--- src/rtl/instruction_fetch_stage_if.sv ---
// ---------------------------------------------------------------------------
// instruction_fetch_stage_if
//   Bundles every bus the fetch stage talks on: the program counter link
//   (pc / pc_inc), the synchronous instruction ROM port (imem_*), the branch
//   flush input and the valid/ready hand-off to decode (instr_*).
//
//   Handshake (decode side): an entry moves from fetch to decode on a rising
//   clock edge where instr_valid && instr_ready are both 1.  instr_valid never
//   depends on instr_ready.  Once raised, instr_valid and its payload hold
//   until accepted, except that flush withdraws them.
//
//   Modports
//     master : the fetch stage itself
//     slave  : the surrounding system (PC counter, ROM, decode)
//   state_dbg exposes the fetch FSM state (0 BOOT, 1 RUN, 2 FLUSH).
// ---------------------------------------------------------------------------
interface instruction_fetch_stage_if #(
    parameter int PC_W    = 8,
    parameter int INSTR_W = 16
);
    logic [PC_W-1:0]    pc;
    logic               pc_inc;
    logic [PC_W-1:0]    imem_addr;
    logic               imem_rd_en;
    logic [INSTR_W-1:0] imem_rdata;
    logic               flush;
    logic               instr_valid;
    logic               instr_ready;
    logic [INSTR_W-1:0] instr;
    logic [PC_W-1:0]    instr_pc;
    logic [1:0]         state_dbg;

    modport master (
        input  pc, imem_rdata, flush, instr_ready,
        output pc_inc, imem_addr, imem_rd_en, instr_valid, instr, instr_pc,
               state_dbg
    );

    modport slave (
        output pc, imem_rdata, flush, instr_ready,
        input  pc_inc, imem_addr, imem_rd_en, instr_valid, instr, instr_pc,
               state_dbg
    );
endinterface

--- src/rtl/instruction_fetch_stage.sv ---
// ---------------------------------------------------------------------------
// instruction_fetch_stage
//   Fetch stage sitting right after the program counter.  Drives the current
//   PC to a synchronous ROM, pulses pc_inc for every read it issues, buffers
//   the returned {pc, instruction} pairs in a DEPTH-entry FIFO and hands them
//   to decode over valid/ready.  flush throws away everything buffered or in
//   flight (the PC is reloaded externally).
//
//   Ports
//     clk      : clock, rising edge
//     reset_n  : asynchronous reset, active low
//     bus      : instruction_fetch_stage_if.master (pc, pc_inc, imem_addr,
//                imem_rd_en, imem_rdata, flush, instr_valid, instr_ready,
//                instr, instr_pc, state_dbg)
// ---------------------------------------------------------------------------
module instruction_fetch_stage #(
    parameter int PC_W    = 8,
    parameter int INSTR_W = 16,
    parameter int DEPTH   = 2
) (
    input  logic                          clk,
    input  logic                          reset_n,
    instruction_fetch_stage_if.master     bus
);
    localparam int PTR_W = $clog2(DEPTH);
    localparam int CNT_W = PTR_W + 1;
    localparam int OCC_W = CNT_W + 1;

    typedef enum logic [1:0] {
        ST_BOOT  = 2'd0,
        ST_RUN   = 2'd1,
        ST_FLUSH = 2'd2
    } state_t;

    state_t             state_q, state_d;

    logic [PC_W-1:0]    pc_mem    [DEPTH];
    logic [INSTR_W-1:0] instr_mem [DEPTH];
    logic [PTR_W-1:0]   wr_ptr, rd_ptr;
    logic [CNT_W-1:0]   count;
    logic               inflight;
    logic [PC_W-1:0]    req_pc;
    logic [INSTR_W-1:0] hold_instr;
    logic [PC_W-1:0]    hold_pc;

    logic               head_valid;
    logic               pop;
    logic               push;
    logic               issue;
    logic [OCC_W-1:0]   occupancy;

    // ---------------- FSM: next state ----------------
    always_comb begin
        state_d = state_q;
        case (state_q)
            ST_BOOT:  state_d = ST_RUN;
            ST_RUN:   if (bus.flush) state_d = ST_FLUSH;
            ST_FLUSH: state_d = bus.flush ? ST_FLUSH : ST_RUN;
            default:  state_d = ST_BOOT;
        endcase
    end

    always_ff @(posedge clk or negedge reset_n) begin
        if (!reset_n) state_q <= ST_BOOT;
        else          state_q <= state_d;
    end

    // ---------------- issue / credit ----------------
    // Occupancy counts buffered entries plus the read still in the ROM, minus
    // the entry leaving this cycle.  Issuing only while it is below DEPTH means
    // every response has a free slot when it lands.
    always_comb begin
        head_valid = (count != '0);
        pop        = head_valid && !bus.flush && bus.instr_ready;
        push       = inflight && !bus.flush;
        occupancy  = {1'b0, count} + {{CNT_W{1'b0}}, inflight}
                   - {{CNT_W{1'b0}}, pop};
        issue      = (state_q == ST_RUN) && !bus.flush
                   && (occupancy < OCC_W'(DEPTH));
    end

    assign bus.imem_addr   = bus.pc;
    assign bus.imem_rd_en  = issue;
    assign bus.pc_inc      = issue;
    assign bus.instr_valid = head_valid && !bus.flush;
    // When nothing valid is shown, replay the last shown entry instead of
    // whatever stale data sits at the read pointer.
    assign bus.instr       = bus.instr_valid ? instr_mem[rd_ptr] : hold_instr;
    assign bus.instr_pc    = bus.instr_valid ? pc_mem[rd_ptr]    : hold_pc;
    assign bus.state_dbg   = state_q;

    // ---------------- control state ----------------
    always_ff @(posedge clk or negedge reset_n) begin
        if (!reset_n) begin
            wr_ptr     <= '0;
            rd_ptr     <= '0;
            count      <= '0;
            inflight   <= 1'b0;
            req_pc     <= '0;
            hold_instr <= '0;
            hold_pc    <= '0;
        end else begin
            // issue is forced low under flush, which also cancels the read
            // currently in the ROM.
            inflight <= issue;
            if (issue) req_pc <= bus.pc;
            if (bus.instr_valid) begin
                hold_instr <= instr_mem[rd_ptr];
                hold_pc    <= pc_mem[rd_ptr];
            end
            if (bus.flush) begin
                wr_ptr <= '0;
                rd_ptr <= '0;
                count  <= '0;
            end else begin
                if (push) wr_ptr <= wr_ptr + PTR_W'(1);
                if (pop)  rd_ptr <= rd_ptr + PTR_W'(1);
                case ({push, pop})
                    2'b10:   count <= count + CNT_W'(1);
                    2'b01:   count <= count - CNT_W'(1);
                    default: count <= count;
                endcase
            end
        end
    end

    // Storage needs no reset: outputs only read it while an entry is valid.
    always_ff @(posedge clk) begin
        if (push) begin
            pc_mem[wr_ptr]    <= req_pc;
            instr_mem[wr_ptr] <= bus.imem_rdata;
        end
    end

    // The credit rule must make a push into a full buffer impossible.
    assert property (@(posedge clk) disable iff (!reset_n)
        !(push && (count == CNT_W'(DEPTH))));

endmodule

--- src/flat_wrapper.sv ---
// flat-port wrapper written by rule: the top's interface ports become plain ports
module instruction_fetch_stage_flat 
#(
    parameter int PC_W    = 8,
    parameter int INSTR_W = 16,
    parameter int DEPTH   = 2
)
  (clk, reset_n, bus_pc, bus_imem_rdata, bus_flush, bus_instr_ready, bus_pc_inc, bus_imem_addr, bus_imem_rd_en, bus_instr_valid, bus_instr, bus_instr_pc, bus_state_dbg);
  instruction_fetch_stage_if #(.PC_W(PC_W), .INSTR_W(INSTR_W)) bus_i ();
  input  logic clk;
  input  logic reset_n;
  input wire logic [$bits(bus_i.pc)-1:0] bus_pc;
  input wire logic [$bits(bus_i.imem_rdata)-1:0] bus_imem_rdata;
  input wire logic [$bits(bus_i.flush)-1:0] bus_flush;
  input wire logic [$bits(bus_i.instr_ready)-1:0] bus_instr_ready;
  output wire logic [$bits(bus_i.pc_inc)-1:0] bus_pc_inc;
  output wire logic [$bits(bus_i.imem_addr)-1:0] bus_imem_addr;
  output wire logic [$bits(bus_i.imem_rd_en)-1:0] bus_imem_rd_en;
  output wire logic [$bits(bus_i.instr_valid)-1:0] bus_instr_valid;
  output wire logic [$bits(bus_i.instr)-1:0] bus_instr;
  output wire logic [$bits(bus_i.instr_pc)-1:0] bus_instr_pc;
  output wire logic [$bits(bus_i.state_dbg)-1:0] bus_state_dbg;
  assign bus_i.pc = bus_pc;
  assign bus_i.imem_rdata = bus_imem_rdata;
  assign bus_i.flush = bus_flush;
  assign bus_i.instr_ready = bus_instr_ready;
  assign bus_pc_inc = bus_i.pc_inc;
  assign bus_imem_addr = bus_i.imem_addr;
  assign bus_imem_rd_en = bus_i.imem_rd_en;
  assign bus_instr_valid = bus_i.instr_valid;
  assign bus_instr = bus_i.instr;
  assign bus_instr_pc = bus_i.instr_pc;
  assign bus_state_dbg = bus_i.state_dbg;
  instruction_fetch_stage #(.PC_W(PC_W), .INSTR_W(INSTR_W), .DEPTH(DEPTH)) u_core (.clk(clk), .reset_n(reset_n), .bus(bus_i));
endmodule
--- config.mk ---
export PLATFORM = sky130hd
export DESIGN_NAME = instruction_fetch_stage_flat
export DESIGN_NICKNAME = d
export VERILOG_FILES = /design/src/rtl/instruction_fetch_stage_if.sv /design/src/rtl/instruction_fetch_stage.sv /design/src/flat_wrapper.sv
export SDC_FILE = /design/constraint.sdc
export NUM_CORES = 1
export LEC_CHECK = 0
export ABC_AREA = 1
export ABC_CLOCK_PERIOD_IN_PS = 4700
export CORE_MARGIN = 5
export CORE_UTILIZATION = 55
export DETAILED_ROUTE_END_ITERATION = 10
export GPL_ROUTABILITY_DRIVEN = 1
export PLACE_DENSITY = 0.89
export SLEW_MARGIN = 15
export SYNTH_ARGS = -nofsm -noshare
export SYNTH_HDL_FRONTEND = slang
export SYNTH_SLANG_ARGS = --single-unit
--- constraint.sdc ---
create_clock -name clk -period 4.7 [get_ports clk]
set_clock_uncertainty 0.2 [all_clocks]
set_input_delay 0.705 -clock clk [delete_from_list [all_inputs] [get_ports clk]]
set_output_delay 0.705 -clock clk [all_outputs]
set_load 0.01 [all_outputs]
==> qor.yml, run 1 <==
run_status:
  status: "complete, no violations"
yosys:
  synth_top_area_cell: "edfxtp_1"
  synth_nets: 327
  synthMostInstantiatedCell: "nand2_1"
  synth_area_leaders: "edfxtp_1, dfrtp_1, nand2_1"
  synth_compound_area_frac: 0.0825
  synth_top_family_by_area: "simple AND/OR/NAND/NOR gates"
  synth_edf_count: 48
  syn_inst: 297
  synthTopCellsByCount: "nand2_1, edfxtp_1, dfrtp_1, inv_1, o21ai_0"
  ys_types: 25
  yosys-mux-area-fraction: 0
  synth_area_per_cell_sq_um: 11.5
  synthSimpleGateAreaFrac: 0.123
  synth_xor_area_frac: 0.00255
  synth.yosys.warnings: 0
  synth_top_area_share: 0.420
  synth_top_flop_cell: "edfxtp_1"
  synth-seq-cells: 87
  synthAdderAreaFrac: 0.00949
  async_flop_share: 0.448
  ys_seq_area_frac: 0.705
  synth_area_sq_mm: 0.00343
detailed_routing:
  avgViaCountPerCell: 4.98
  dr.pass1.iters: 4
  drtIter0Drc: 128
  wl_mm: 6.32
  wl_per_cell_microns: 14.5
  vias: 2177
  drcViolationCount: 0
  ant_nets: 0
pwr:
  combPwrFrac: 0.356
  cellPowerDensity_mw_per_mm2: 589
  swShare: 0.328
  p_leak_nw: 1.78
  p_total_mw: 2.51
  ir_drop_uv: 333
  p_int_mw: 1.69
  pwr-share-clk: 0.203
  netSwitchingPower_mw: 0.824
  p_seq_frac: 0.441
setup_path:
  critPathCaptureType: "output port"
  reg2reg_to: "u_core.req_pc[7]$_DFFE_PN0P_"
  r2r_cells: 13
  regToRegSetupSlack_ns: 1.85
  cp_top_family: "buffers and inverters"
  crit_arrival_ns: 3.61
  crit_fanout: 9
  max_stage_delay_ns: 0.56
  crit_required_ns: 3.80
  path_class: "input pin to output port"
  worstPathCellList: "clkdlybuf4s50_1, inv_2, nand3_1, inv_1, ha_1, or2_2, fa_1, xnor2_2, nand3b_4, inv_2, clkdlybuf4s50_1"
  crit_path_top_delay_cell: "clkdlybuf4s50_1"
  reg2reg_from: "u_core.count[1]$_DFFE_PN0P_"
  critPathLaunchType: "input pin"
  crit_buf_inv: 5
clocking:
  clk_pin_slew_ns: 0.09
  clockBufferDepth: 2
  clk_latency_ns: 0.35
  htreeDepth: 3
  clock-root-buffer: "clkbuf_8"
  cts_made_buffers: 9
  cts_tree: "yes"
  cts_sinks: 87
layout:
  n_antenna_cell: 0
  layout-drive-gt1-share: 0.110
  nFillCells: 422
  fin_nets: 387
  final_util: 0.712
  fin_area_sq_mm: 0.00427
  area_growth_syn_to_layout_pct: 24.4
  instances_no_fill: 437
grt:
  grt_pass1_wl_mm: 10.3
  grt_util_all_layers: 0.176
  gr-total-overflow: 0
  grt_max_degree: 49
  grt_pass1_vias: 2262
  antenna_found_initial: 0
floorplanning:
  die_y_microns: 89.0
  start_util: 0.572
  io_pins: 65
  dieArea_sq_mm: 0.00791
  die_w_microns: 89.0
  core.rowCount: 28
  core_sq_mm: 0.00599
timing:
  drv_slew: 0
  fin_crit_ns: 4.51
  max_slew_margin: 0.389
  fin_ws_ns: 0.185
  worst_pin_slew_ns: 0.916
  fin_tns_setup_ns: 0
  fin_hold_ws_ns: 0.277
  finalHoldViolations: 0
  setup_viol: 0
  period_share: 0.961
  rsz0062_at_grt: "no"
  fmax_mhz: 222
job:
  max_cap_viol_count: 0
placed_design:
  routabilityCongestion: 0.807
  dpl-instance-area_sq_mm: 0.00406
  dp_slack_ns: 0.0972
  io_buffer_count: 64
  dp_cells: 421
  place_hpwl_mm: 4.25
hold_path:
  hold_path_class: "input pin to async pin"
-- logic make-up after synthesis --
logic type	count (synthesis)
AOI/OAI and AO/OA	53
xor gates and xnor gates	1
buffers and inverters	55
and+or+nand+nor	99
adders and majority gates	2
DFF	87
-- registers in the layout, summed over array words and instances, names as in the netlist --
name / cells
u_core.instr_mem: 32
u_core.hold_instr: 16
u_core.pc_mem: 16
u_core.hold_pc: 8
u_core.req_pc: 8
u_core.bus.state_dbg: 2
u_core.count: 2
u_core.inflight: 1
u_core.rd_ptr: 1
u_core.wr_ptr: 1
-- cells in the final DEF, fill, tap and decap left out, types with 2 or more instances in the layout --
cell type and instances:
a21oi_1 2, buf_4 4, clkbuf_8 9, clkdlybuf4s50_1 63, clkinvlp_4 2, dfrtp_1 39, edfxtp_1 48, inv_1 30
inv_2 6, inv_6 2, nand2_1 83, nand2_2 3, nand3_1 6, nor2_2 2, o21ai_0 30, o21ai_1 16
o21ai_2 4
-- power by group through the flow --
| stage | clock [mW] | combinational [mW] | sequential (mW) |
|---|---|---|---|
| 6_report | 0.511 | 0.893 | 1.11 |
| 5_1_grt | 0.551 | 0.992 | 1.12 |
| 4_1_cts | 0.520 | 0.905 | 1.11 |
| 3_5_place_dp | 0 | 0.899 | 1.12 |
| 3_3_place_gp | 0 | 0.867 | 1.11 |
| 2_1_floorplan | 0 | 0.501 | 1.10 |
-- worst max path at each step --
stage / depth (start not counted) / slack, ns / start / end
6_report: 11 / 0.19 / bus_flush / bus_imem_rd_en
4_1_cts: 11 / 0.09 / bus_flush / bus_imem_rd_en
3_3_place_gp: 11 / 0.27 / bus_flush / bus_imem_rd_en
5_1_grt: 11 / 0.01 / bus_flush / bus_imem_rd_en
3_5_place_dp: 11 / 0.1 / bus_flush / bus_imem_rd_en
2_1_floorplan: 10 / 1.24 / bus_flush / bus_pc_inc
-- repair_timing --
item	4_1_cts	5_1_grt
endpoints found under the setup margin	0	2
setup buffers	0	0
resized for setup	0	1
hold buffers	0	0
-- final cells by class --
| type | count | area, sq um | share of cell area |
|---|---|---|---|
| Sequential cell | 87 | 2420 | 0.567 |
| Timing Repair Buffer | 68 | 666 | 0.156 |
| Inverter | 36 | 135 | 0.0317 |
| Clock inverter | 7 | 71.3 | 0.0167 |
| Clock buffer | 9 | 124 | 0.0290 |
| Tap cell | 75 | 93.8 | 0.0220 |
| Multi-Input combinational cell | 155 | 759 | 0.178 |
-- per-layer routing --
layer	up-vias	GRT usage	wire [microns]
li1	1079	-	-
met1	1022	0.206	2560
met2	61	0.310	3300
met3	15	0.0433	322
met4	0	0.0785	136
met5	-	0	0
(Power assumes the default switching activity.)
==> run 2: changes to the inputs <==
- ABC_CLOCK_PERIOD_IN_PS: 4700 -> 4900
- CORE_UTILIZATION: 55 -> 51
- PLACE_DENSITY: 0.89 -> 0.83
- clock period: 4.7 -> 4.9 ns (I/O delays scaled with it)
==> run 2 against run 1 <==
Die area rose by 7.0%. Final cell count rose by 0.23%. Worst setup slack got worse by 0.010 ns. Core utilization fell by 4.6 points. Non-clock buffer count fell by 1. Critical path depth did not move. Total power fell by 0.96%. Wire length fell by 3.8%. Flip-flop and latch count did not move. Largest cell class unchanged. Highest routed layer unchanged.
==> qor.yml, run 2 (same netlist as run 1, synthesis figures left out) <==
setup_path:
  critPathCapture: "bus_imem_rd_en"  # unchanged
  regToRegSetupSlack_ns: 2.08  # was 1.85 ns
  crit_arrival_ns: 3.79  # was 3.61 ns
  critPathLaunchType: "input pin"  # unchanged
  critPathCaptureType: "output port"  # unchanged
  reg2reg_from: "u_core.count[1]$_DFFE_PN0P_"  # unchanged
  crit_required_ns: 3.96  # was 3.80 ns
  r2r_cells: 12  # was 13
  reg2reg_to: "u_core.req_pc[7]$_DFFE_PN0P_"  # unchanged
  startpoint: "bus_flush"  # unchanged
  crit_fanout: 11  # was 9
  path_class: "input pin to output port"  # unchanged
floorplanning:
  start_util: 0.531  # was 0.572
  core_sq_mm: 0.00646  # was 0.00599 sq mm
  io_pins: 65  # unchanged
  core.rowCount: 29  # was 28
  die_w_microns: 92.0  # was 89.0 microns
  dieArea_sq_mm: 0.00846  # was 0.00791 sq mm
  die_y_microns: 92.0  # was 89.0 microns
detailed_routing:
  dr.pass1.iters: 4  # unchanged
  ant_nets: 0  # unchanged
  drcViolationCount: 0  # unchanged
  avgViaCountPerCell: 4.83  # was 4.98
  drtIter0Drc: 67  # was 128
  wl_mm: 6.08  # was 6.32 mm
  vias: 2114  # was 2177
  wl_per_cell_microns: 13.9  # was 14.5 microns
placed_design:
  io_buffer_count: 64  # unchanged
  place_hpwl_mm: 4.06  # was 4.25 mm
  dp_slack_ns: 0.234  # was 0.0972 ns
  dp_cells: 422  # was 421
  dpl-instance-area_sq_mm: 0.00406  # about the same
  routabilityCongestion: 0.803  # was 0.807
layout:
  instances_no_fill: 438  # was 437
  register_area_sq_mm: 0.00242  # unchanged
  layout-drive-gt1-share: 0.108  # was 0.110
  multi_input_area_sq_um: 752  # was 759 sq um
  fin_nets: 386  # was 387
  n_antenna_cell: 0  # unchanged
  largest_reg_flops: 32  # unchanged
  nFillCells: 470  # was 422
  final_util: 0.666  # was 0.712
  regMostFlops: "u_core.instr_mem"  # unchanged
  fin_area_sq_mm: 0.00430  # was 0.00427 sq mm
  layout_common_cells: "nand2_1, clkdlybuf4s50_1, edfxtp_1"  # unchanged
  layout_commonest_cell: "nand2_1"  # unchanged
  top_regs: "u_core.instr_mem: 32 flops, u_core.hold_instr: 16 flops, u_core.pc_mem: 16 flops"  # unchanged
  area_growth_syn_to_layout_pct: 25.5  # was 24.4%
hold_path:
  hold_path_class: "flip-flop to flip-flop"  # was input pin to async pin
clocking:
  cts_tree: "yes"  # unchanged
  cts_hold_buffers: 0  # unchanged
  cts_made_buffers: 9  # unchanged
  cts_post_setup_buffers_inserted: 0  # unchanged
  cts_sinks: 87  # unchanged
  cts_resized: 0  # unchanged
  clockBufferDepth: 2  # unchanged
  htreeDepth: 3  # unchanged
  clock-root-buffer: "clkbuf_8"  # unchanged
  clk_latency_ns: 0.35  # about the same
  clk_pin_slew_ns: 0.09  # about the same
timing:
  fmax_mhz: 212
  fin_ws_ns: 0.175  # was 0.185 ns
  setup_viol: 0  # unchanged
  rsz0062_at_grt: "no"  # unchanged
  drv_slew: 0  # unchanged
  finalHoldViolations: 0  # unchanged
  fin_crit_ns: 4.73
  fin_tns_setup_ns: 0  # unchanged
  max_slew_margin: 0.386  # was 0.389
  period_share: 0.964
  worst_pin_slew_ns: 0.921  # was 0.916 ns
pwr:
  ir_drop_uv: 304  # was 333 uV
  p_leak_nw: 1.79  # was 1.78 nW
  cellPowerDensity_mw_per_mm2: 578  # was 589 mW/mm^2
grt:
  grt_util_all_layers: 0.151  # was 0.176
  grt_pass1_wl_mm: 9.87  # was 10.3 mm
  grt_max_degree: 49  # unchanged
  grt_pass1_vias: 2151  # was 2262
  antenna_found_initial: 0  # unchanged
  gr-total-overflow: 0  # unchanged
run_status:
  status: "complete, no violations"  # unchanged
job:
  max_cap_viol_count: 0  # unchanged
## run 2: area by class of cell
| type | instances | area share |
|---|---|---|
| Tap cell | 77 | 0.0224 |
| Timing Repair Buffer | 67 | 0.153 |
| Multi-Input combinational cell | 155 | 0.175 |
| Sequential cell | 87 | 0.562 |
| Clock buffer | 9 | 0.0288 |
| Inverter | 36 | 0.0314 |
| Clock inverter | 7 | 0.0282 |
## run 2: how the worst min path moves through the flow
| stage | slack [ns] | end | depth (start not counted) | start |
|---|---|---|---|---|
| 3_3_place_gp | 0.25 | u_core.pc_mem[1][5]$_DFFE_PP_ | 0 | u_core.req_pc[5]$_DFFE_PN0P_ |
| 5_1_grt | 0.29 | u_core.pc_mem[1][2]$_DFFE_PP_ | 0 | u_core.req_pc[2]$_DFFE_PN0P_ |
| 6_report | 0.28 | u_core.hold_instr[12]$_DFF_PN0_ | 2 | u_core.hold_instr[12]$_DFF_PN0_ |
| 4_1_cts | 0.28 | u_core.hold_instr[12]$_DFF_PN0_ | 2 | u_core.hold_instr[12]$_DFF_PN0_ |
| 3_5_place_dp | 0.26 | u_core.pc_mem[1][5]$_DFFE_PP_ | 0 | u_core.req_pc[5]$_DFFE_PN0P_ |
| 2_1_floorplan | 0.24 | u_core.bus.state_dbg[0]$_DFFE_PN0N_ | 0 | reset_n |
## run 2: stage by stage
| step | hold slack [ns] | total power, mW |
|---|---|---|
| floorplan | 0.239 | 1.54 |
| global placement | 0.252 | 1.89 |
| detailed placement | 0.257 | 1.93 |
| CTS | 0.281 | 2.52 |
| global route | 0.287 | 2.64 |
| finish | 0.279 | 2.49 |
## run 2: report_power, final
group / internal [mW] / switching, mW
sequential: 0.979 / 0.0921
clock: 0.339 / 0.245
combinational: 0.394 / 0.438
total: 1.71 / 0.775
## run 2: critical path, cell delays in order
cell and delay (ns):
clkdlybuf4s50_1 0.56, inv_2 0.10, nand3_1 0.15, inv_1 0.08, ha_1 0.26, or2_2 0.31, fa_1 0.38, xnor2_1 0.28
nand3b_4 0.18, inv_2 0.18, clkdlybuf4s50_1 0.57
## run 2: routing by layer
metal / vias up / global-route usage / share of wire
met1: 973 / 0.181 / 0.44
met5: - / 0 / 0
li1: 1083 / - / -
met2: 49 / 0.259 / 0.50
met4: 0 / 0.0705 / 0.015
met3: 9 / 0.0352 / 0.046
